## config.mk

```make
export PLATFORM = sky130hd
export DESIGN_NAME = mem_responder
export DESIGN_NICKNAME = d
export VERILOG_FILES = /design/src/rtl/mem_responder.sv
export SDC_FILE = /design/constraint.sdc
export NUM_CORES = 1
export LEC_CHECK = 0
export ABC_AREA = 1
export CAP_MARGIN = 20
export CORE_ASPECT_RATIO = 1.5
export CORE_MARGIN = 5
export CORE_UTILIZATION = 40
export CTS_CLUSTER_DIAMETER = 100
export DETAILED_ROUTE_END_ITERATION = 7
export GPL_ROUTABILITY_DRIVEN = 0
export GPL_TIMING_DRIVEN = 0
export PLACE_DENSITY = 0.7
export SKIP_LAST_GASP = 1
export SLEW_MARGIN = 0
export SYNTH_ARGS = -nofsm -noshare
export SYNTH_HDL_FRONTEND = slang
export SYNTH_SLANG_ARGS = --single-unit
```

## constraint.sdc

```tcl
create_clock -name Clock -period 4.8 [get_ports Clock]
set_clock_uncertainty 0.05 [all_clocks]
set_input_delay 0.96 -clock Clock [delete_from_list [all_inputs] [get_ports Clock]]
set_output_delay 0.96 -clock Clock [all_outputs]
set_load 0.05 [all_outputs]
```

## src/rtl/mem_responder.sv

```systemverilog
// mem_responder: turns one 16-bit MAR/MDR request into one (byte) or two
// (word, little-endian) byte accesses on an 8-bit RAM port.
//
// Parameters
//   WAIT_STATES  extra idle cycles inside each byte phase (0..15)
// Ports
//   Clock, Reset          clock and synchronous active-high reset
//   req_en/rw/byte        request valid, 0=read 1=write, 0=word 1=byte
//   req_addr, req_wdata   MAR and MDR values, latched at acceptance
//   rsp_rdata             read result for the MDR
//   rsp_done              one-cycle completion pulse
//   busy                  high from acceptance through the DONE cycle
//   mem_addr/wdata/we/re  byte-wide RAM request, strobes one cycle long
//   mem_rdata             RAM read data, valid the cycle after mem_re
//
// All outputs are registered and computed for the state being entered, so a
// phase's strobe is visible in the first cycle that the FSM spends in it.
module mem_responder #(
  parameter int unsigned WAIT_STATES = 0
) (
  input  logic        Clock,
  input  logic        Reset,
  input  logic        req_en,
  input  logic        req_rw,
  input  logic        req_byte,
  input  logic [15:0] req_addr,
  input  logic [15:0] req_wdata,
  output logic [15:0] rsp_rdata,
  output logic        rsp_done,
  output logic        busy,
  output logic [15:0] mem_addr,
  output logic [7:0]  mem_wdata,
  output logic        mem_we,
  output logic        mem_re,
  input  logic [7:0]  mem_rdata
);

  // Phase counter runs 0 (strobe) .. WAIT_STATES+1 (capture); 16 needs 5 bits.
  localparam int unsigned CNT_W = 5;
  localparam logic [CNT_W-1:0] LAST_CNT = CNT_W'(WAIT_STATES + 1);

  typedef enum logic [1:0] {
    IDLE = 2'd0,
    LO   = 2'd1,
    HI   = 2'd2,
    DONE = 2'd3
  } state_e;

  state_e           state_q, state_d;
  logic [CNT_W-1:0] cnt_q, cnt_d;
  logic             rw_q, rw_d;
  logic             byte_q, byte_d;
  logic [15:0]      addr_q, addr_d;
  logic [15:0]      wdata_q, wdata_d;
  logic [15:0]      rsp_rdata_q, rsp_rdata_d;
  logic             rsp_done_q, rsp_done_d;
  logic             busy_q, busy_d;
  logic [15:0]      mem_addr_q, mem_addr_d;
  logic [7:0]       mem_wdata_q, mem_wdata_d;
  logic             mem_we_q, mem_we_d;
  logic             mem_re_q, mem_re_d;

  // State and output registers.
  always_ff @(posedge Clock) begin
    if (Reset) begin
      state_q     <= IDLE;
      cnt_q       <= '0;
      rw_q        <= 1'b0;
      byte_q      <= 1'b0;
      addr_q      <= '0;
      wdata_q     <= '0;
      rsp_rdata_q <= '0;
      rsp_done_q  <= 1'b0;
      busy_q      <= 1'b0;
      mem_addr_q  <= '0;
      mem_wdata_q <= '0;
      mem_we_q    <= 1'b0;
      mem_re_q    <= 1'b0;
    end else begin
      state_q     <= state_d;
      cnt_q       <= cnt_d;
      rw_q        <= rw_d;
      byte_q      <= byte_d;
      addr_q      <= addr_d;
      wdata_q     <= wdata_d;
      rsp_rdata_q <= rsp_rdata_d;
      rsp_done_q  <= rsp_done_d;
      busy_q      <= busy_d;
      mem_addr_q  <= mem_addr_d;
      mem_wdata_q <= mem_wdata_d;
      mem_we_q    <= mem_we_d;
      mem_re_q    <= mem_re_d;
    end
  end

  // Next state and next registered outputs.
  always_comb begin
    state_d     = state_q;
    cnt_d       = cnt_q;
    rw_d        = rw_q;
    byte_d      = byte_q;
    addr_d      = addr_q;
    wdata_d     = wdata_q;
    rsp_rdata_d = rsp_rdata_q;
    rsp_done_d  = 1'b0;
    busy_d      = 1'b1;
    mem_addr_d  = mem_addr_q;
    mem_wdata_d = mem_wdata_q;
    mem_we_d    = 1'b0;
    mem_re_d    = 1'b0;

    unique case (state_q)
      IDLE: begin
        if (req_en) begin
          // Latch the request and issue the low-byte strobe right away.
          state_d     = LO;
          cnt_d       = '0;
          rw_d        = req_rw;
          byte_d      = req_byte;
          addr_d      = req_addr;
          wdata_d     = req_wdata;
          mem_addr_d  = req_addr;
          mem_wdata_d = req_wdata[7:0];
          mem_we_d    = req_rw;
          mem_re_d    = ~req_rw;
        end else begin
          busy_d = 1'b0;
        end
      end

      LO: begin
        if (cnt_q == LAST_CNT) begin
          // Capture cycle of the low byte.
          if (!rw_q) begin
            rsp_rdata_d[7:0] = mem_rdata;
            if (byte_q) begin
              rsp_rdata_d[15:8] = 8'h00;
            end
          end
          if (byte_q) begin
            state_d    = DONE;
            rsp_done_d = 1'b1;
          end else begin
            // Start the high-byte phase; the address wraps at 16 bits.
            state_d     = HI;
            cnt_d       = '0;
            mem_addr_d  = addr_q + 16'd1;
            mem_wdata_d = wdata_q[15:8];
            mem_we_d    = rw_q;
            mem_re_d    = ~rw_q;
          end
        end else begin
          cnt_d = cnt_q + CNT_W'(1);
        end
      end

      HI: begin
        if (cnt_q == LAST_CNT) begin
          if (!rw_q) begin
            rsp_rdata_d[15:8] = mem_rdata;
          end
          state_d    = DONE;
          rsp_done_d = 1'b1;
        end else begin
          cnt_d = cnt_q + CNT_W'(1);
        end
      end

      DONE: begin
        state_d = IDLE;
        cnt_d   = '0;
        busy_d  = 1'b0;
      end

      default: begin
        state_d = IDLE;
        cnt_d   = '0;
        busy_d  = 1'b0;
      end
    endcase
  end

  assign rsp_rdata = rsp_rdata_q;
  assign rsp_done  = rsp_done_q;
  assign busy      = busy_q;
  assign mem_addr  = mem_addr_q;
  assign mem_wdata = mem_wdata_q;
  assign mem_we    = mem_we_q;
  assign mem_re    = mem_re_q;

endmodule

```

==> out/summary.txt, run 1 <==
Post-CTS sizing - 0
Hold-fix buffers, CTS - 0
CTS tree - done
Clock Tree Root - clkbuf_16
Antenna violations before repair - 0
Simple-gate share of the synthesized area - 28.62%
Worst Hold Class - register to register
LEAKAGE - 1.950 nW
WHS - 0.4169 ns
Slew margin rel. - 62.17%
Comb pwr share - 43.3%
Layout Nets - 660
Quantity of I/O buffers inserted on ports - 87
Post-route ant nets - 0
Int Power - 0.001760 W
Arrival @ worst endpoint - 1.52 ns
# Max-Cap Violations - 0
Min Tclk post-route - 2.527 ns
Yosys reg bits - 77
Setup violators final - 0
Vias per cell - 5.102
Share of power burned in registers - 30.5%
Ports - 89
Primary FF master, synth - dfxtp_1
Final hold vios - 0
Net switching power - 0.001242 W
First-pass GRT wire length - 17680 µm
Main combinational cell family by area after synthesis - simple AND/OR/NAND/NOR gates
Top cells by count, synth - nand2_1 (96), nor2_1 (83), dfxtp_1 (77)
Clk_lat worst skew - 0.33 ns
Clock power share - 26.2%
Vias - 3684
Post-CTS Setup Bufs - 0
Post-synth top area share - 42.69%
Final Core Density - 56.26%
Finished Cell Area - 4967 µm²
Post-synthesis net count - 562
Sink Count - 77
H-tree levels - 3
Syn_area_per_cell - 7.080 µm²
Fill cell count - 870
Critical Path Fanout Max - 2
Cell Area, Placed - 4619 µm²
Drc violations - 0
Clk buf depth - 2
Most common cell in the synthesized netlist - nand2_1
Iteration-0 DRC Markers - 263
Die Span Y - 126.4 µm
Area Overhead vs Synth - 37.56%
Synth Instances - 510
N_diodes - 0
Nature of the critical path endpoint - output pin
Fin crit share - 52.65%
Status - finished, final reports clean
Core area - 8828 µm²
Synth Area in Adders - 2.426%
Row count - 42
Critical Path Source Type - register
Setup Crit Path Kind - register to output pin
Setup total negative slack - 0 ns
Vias in the first global route - 3735
Fmax - 395.7 MHz
Number of distinct library cells after synthesis - 34
RSZ-0062 raised after global routing - false
Ys Warns - 0
Critical path's slowest cell - clkdlybuf4s50_1
Sw Ratio - 41.37%
Final wirelength - 10790 µm
CP max stage delay - 0.82 ns
Xor/xnor cell area share of the yosys netlist - 1.455%
Critical path required time - 3.79 ns
GR Overflow Total - 0
Synth top area cells - dfxtp_1 (43%), nand2_1 (10%), nor2_1 (8.6%)
Post-synthesis mux area share - 0%
Reg clk slew, reported paths - 0.06 ns
Area leader, netlist - dfxtp_1
DR WL/cell - 14.95 µm
Pin count of the biggest net entering global routing - 13
Number of buffers created by CTS - 9
GRT Util Overall - 20.35%
PwrDens - 604.2 nW/µm²
Die Area - 11070 µm²
Slew Viols, Final - 0
Crit-path cells - clkdlybuf4s50_1
Share of layout cells above drive strength 1 - 8.333%
Maximum vdd drop - 390.7 µV
Die width - 87.58 µm
Register area share after synthesis - 42.69%
EDFF count, synth - 0
CP bufs+invs - 1
Synthesized area - 3611 µm²
Synth Area in Compound Gates - 17.05%
Cell family with most CP delay - buffers and inverters
Asr flop ratio synth - 0%
Total iterations of the first detailed-routing run - 5
Worst Tran Pin Value - 0.5674 ns
Hpwl dp - 8122 µm
Starting density of the core - 40.90%
## area by class of cell
type | count | area (µm²) | share of cell area, %
buffer | 25 | 131.4 | 2.645
clock buffer | 11 | 252.7 | 5.088
clock inverter | 4 | 95.09 | 1.914
inverter | 39 | 148.9 | 2.997
multi-input combinational | 369 | 1789 | 36.02
sequential | 77 | 1541 | 31.03
tap | 110 | 137.6 | 2.771
timing repair buffer | 87 | 870.8 | 17.53
## cell usage in the layout (no fill, tap or decap), types with 6 or more instances in the layout
cell	n
a21oi_1	51
buf_2	6
clkbuf_1	13
clkbuf_16	9
clkdlybuf4s50_1	87
dfxtp_1	77
ha_1	7
inv_1	33
nand2_1	96
nand3_1	33
nor2_1	83
nor2_2	9
o21ai_0	60
## worst reg2reg max path: cells and delay by family, from the launching register on
kind | cells | cell delay (ns)
DFF | 1 | 0.38
buffers and inverters | 3 | 0.77
adders and majority gates | 1 | 0.26
and+or+nand+nor | 3 | 0.45
## worst paths after layout
check,from,to,slack [ns],cells past startpoint
worst max-delay path,mem_wdata[4]$_SDFFE_PP0P_,mem_wdata[4],2.27,1
worst min-delay path,rsp_rdata[4]$_SDFFE_PP0P_,rsp_rdata[4]$_SDFFE_PP0P_,0.42,2
worst max register to register,state_q[0]$_SDFFE_PP0P_,addr_q[6]$_SDFFE_PP0P_,2.79,7
worst min register to register,rsp_rdata[4]$_SDFFE_PP0P_,rsp_rdata[4]$_SDFFE_PP0P_,0.42,2
## registers in the layout, summed over array words and instances, names as in the netlist, 2 cells and up
register   cells
addr_q        16
cnt_q          5
mem_addr      16
mem_wdata      8
rsp_rdata     16
state_q        2
wdata_q        8
## power groups by stage
stage               logic (W)  registers, W  clock network, W
CTS                   0.00131      0.000914          0.000792
detailed placement    0.00130      0.000925                 0
floorplan            0.000609       0.00120                 0
global route          0.00143      0.000937          0.000821
global placement      0.00128      0.000920                 0
finish                0.00130      0.000916          0.000785
## cell families (layout without fill, tap and decap cells)
| kind of cell | count (synthesis) | count (layout) |
|---|---|---|
| simple gates | 237 | 237 |
| compound gates | 119 | 119 |
| flops | 77 | 77 |
| buf+inv | 64 | 166 |
| fa+ha+maj | 7 | 7 |
| xor+xnor | 6 | 6 |
## metal layers
layer / vias up / track usage, % / wire, µm
met5: - / 0 / 0
met4: 0 / 9.575 / 284
met3: 22 / 3.699 / 474
met2: 121 / 36.50 / 5712
met1: 1687 / 22.57 / 4320
li1: 1854 / - / -
## through the flow
stage	power, W	setup WS [ns]	instances
floorplan	0.001806	3.001	510
global placement	0.002200	2.080	707
detailed placement	0.002221	2.049	707
CTS	0.003013	2.258	722
global route	0.003191	2.227	722
finish	0.003001	2.273	722
Power figures use the tool's default switching activity.
==> run 2, diff against run 1 <==
==> constraint.sdc (replaced) <==
create_clock -name Clock -period 2.4 [get_ports Clock]
set_clock_uncertainty 0.05 [all_clocks]
set_input_delay 0.48 -clock Clock [delete_from_list [all_inputs] [get_ports Clock]]
set_output_delay 0.48 -clock Clock [all_outputs]
set_load 0.05 [all_outputs]
==> results of run 2 <==
The final DEF is identical to that of run 1. Status: finished, final reports clean.
Main changes from that run: setup slack after placement 2.049 ns -> 0.1291 ns; setup slack after layout 2.273 ns -> 0.3529 ns; register-to-register setup slack 2.79 ns -> 0.39 ns; total power 0.003001 W -> 0.006003 W; worst IR drop on VDD 390.7 µV -> 781.3 µV
==> run 3, diff against run 2 <==
==> constraint.sdc (replaced) <==
create_clock -name Clock -period 2.4 [get_ports Clock]
set_clock_uncertainty 0.05 [all_clocks]
set_input_delay 0.36 -clock Clock [delete_from_list [all_inputs] [get_ports Clock]]
set_output_delay 0.36 -clock Clock [all_outputs]
set_load 0.05 [all_outputs]
==> results of run 3 <==
The final DEF is identical to that of run 1. Status: finished, final reports clean.
Main changes from that run: setup slack after placement 2.049 ns -> 0.2491 ns; setup slack after layout 2.273 ns -> 0.3911 ns; hold slack 0.4169 ns -> 0.3735 ns; start point of the critical path mem_wdata[4]$_SDFFE_PP0P_ -> state_q[0]$_SDFFE_PP0P_; end point of the critical path mem_wdata[4] -> addr_q[6]$_SDFFE_PP0P_; register-to-register setup slack 2.79 ns -> 0.39 ns; end point of the worst hold path rsp_rdata[4]$_SDFFE_PP0P_ -> busy$_SDFF_PP0_; total power 0.003001 W -> 0.006003 W; worst IR drop on VDD 390.7 µV -> 781.3 µV
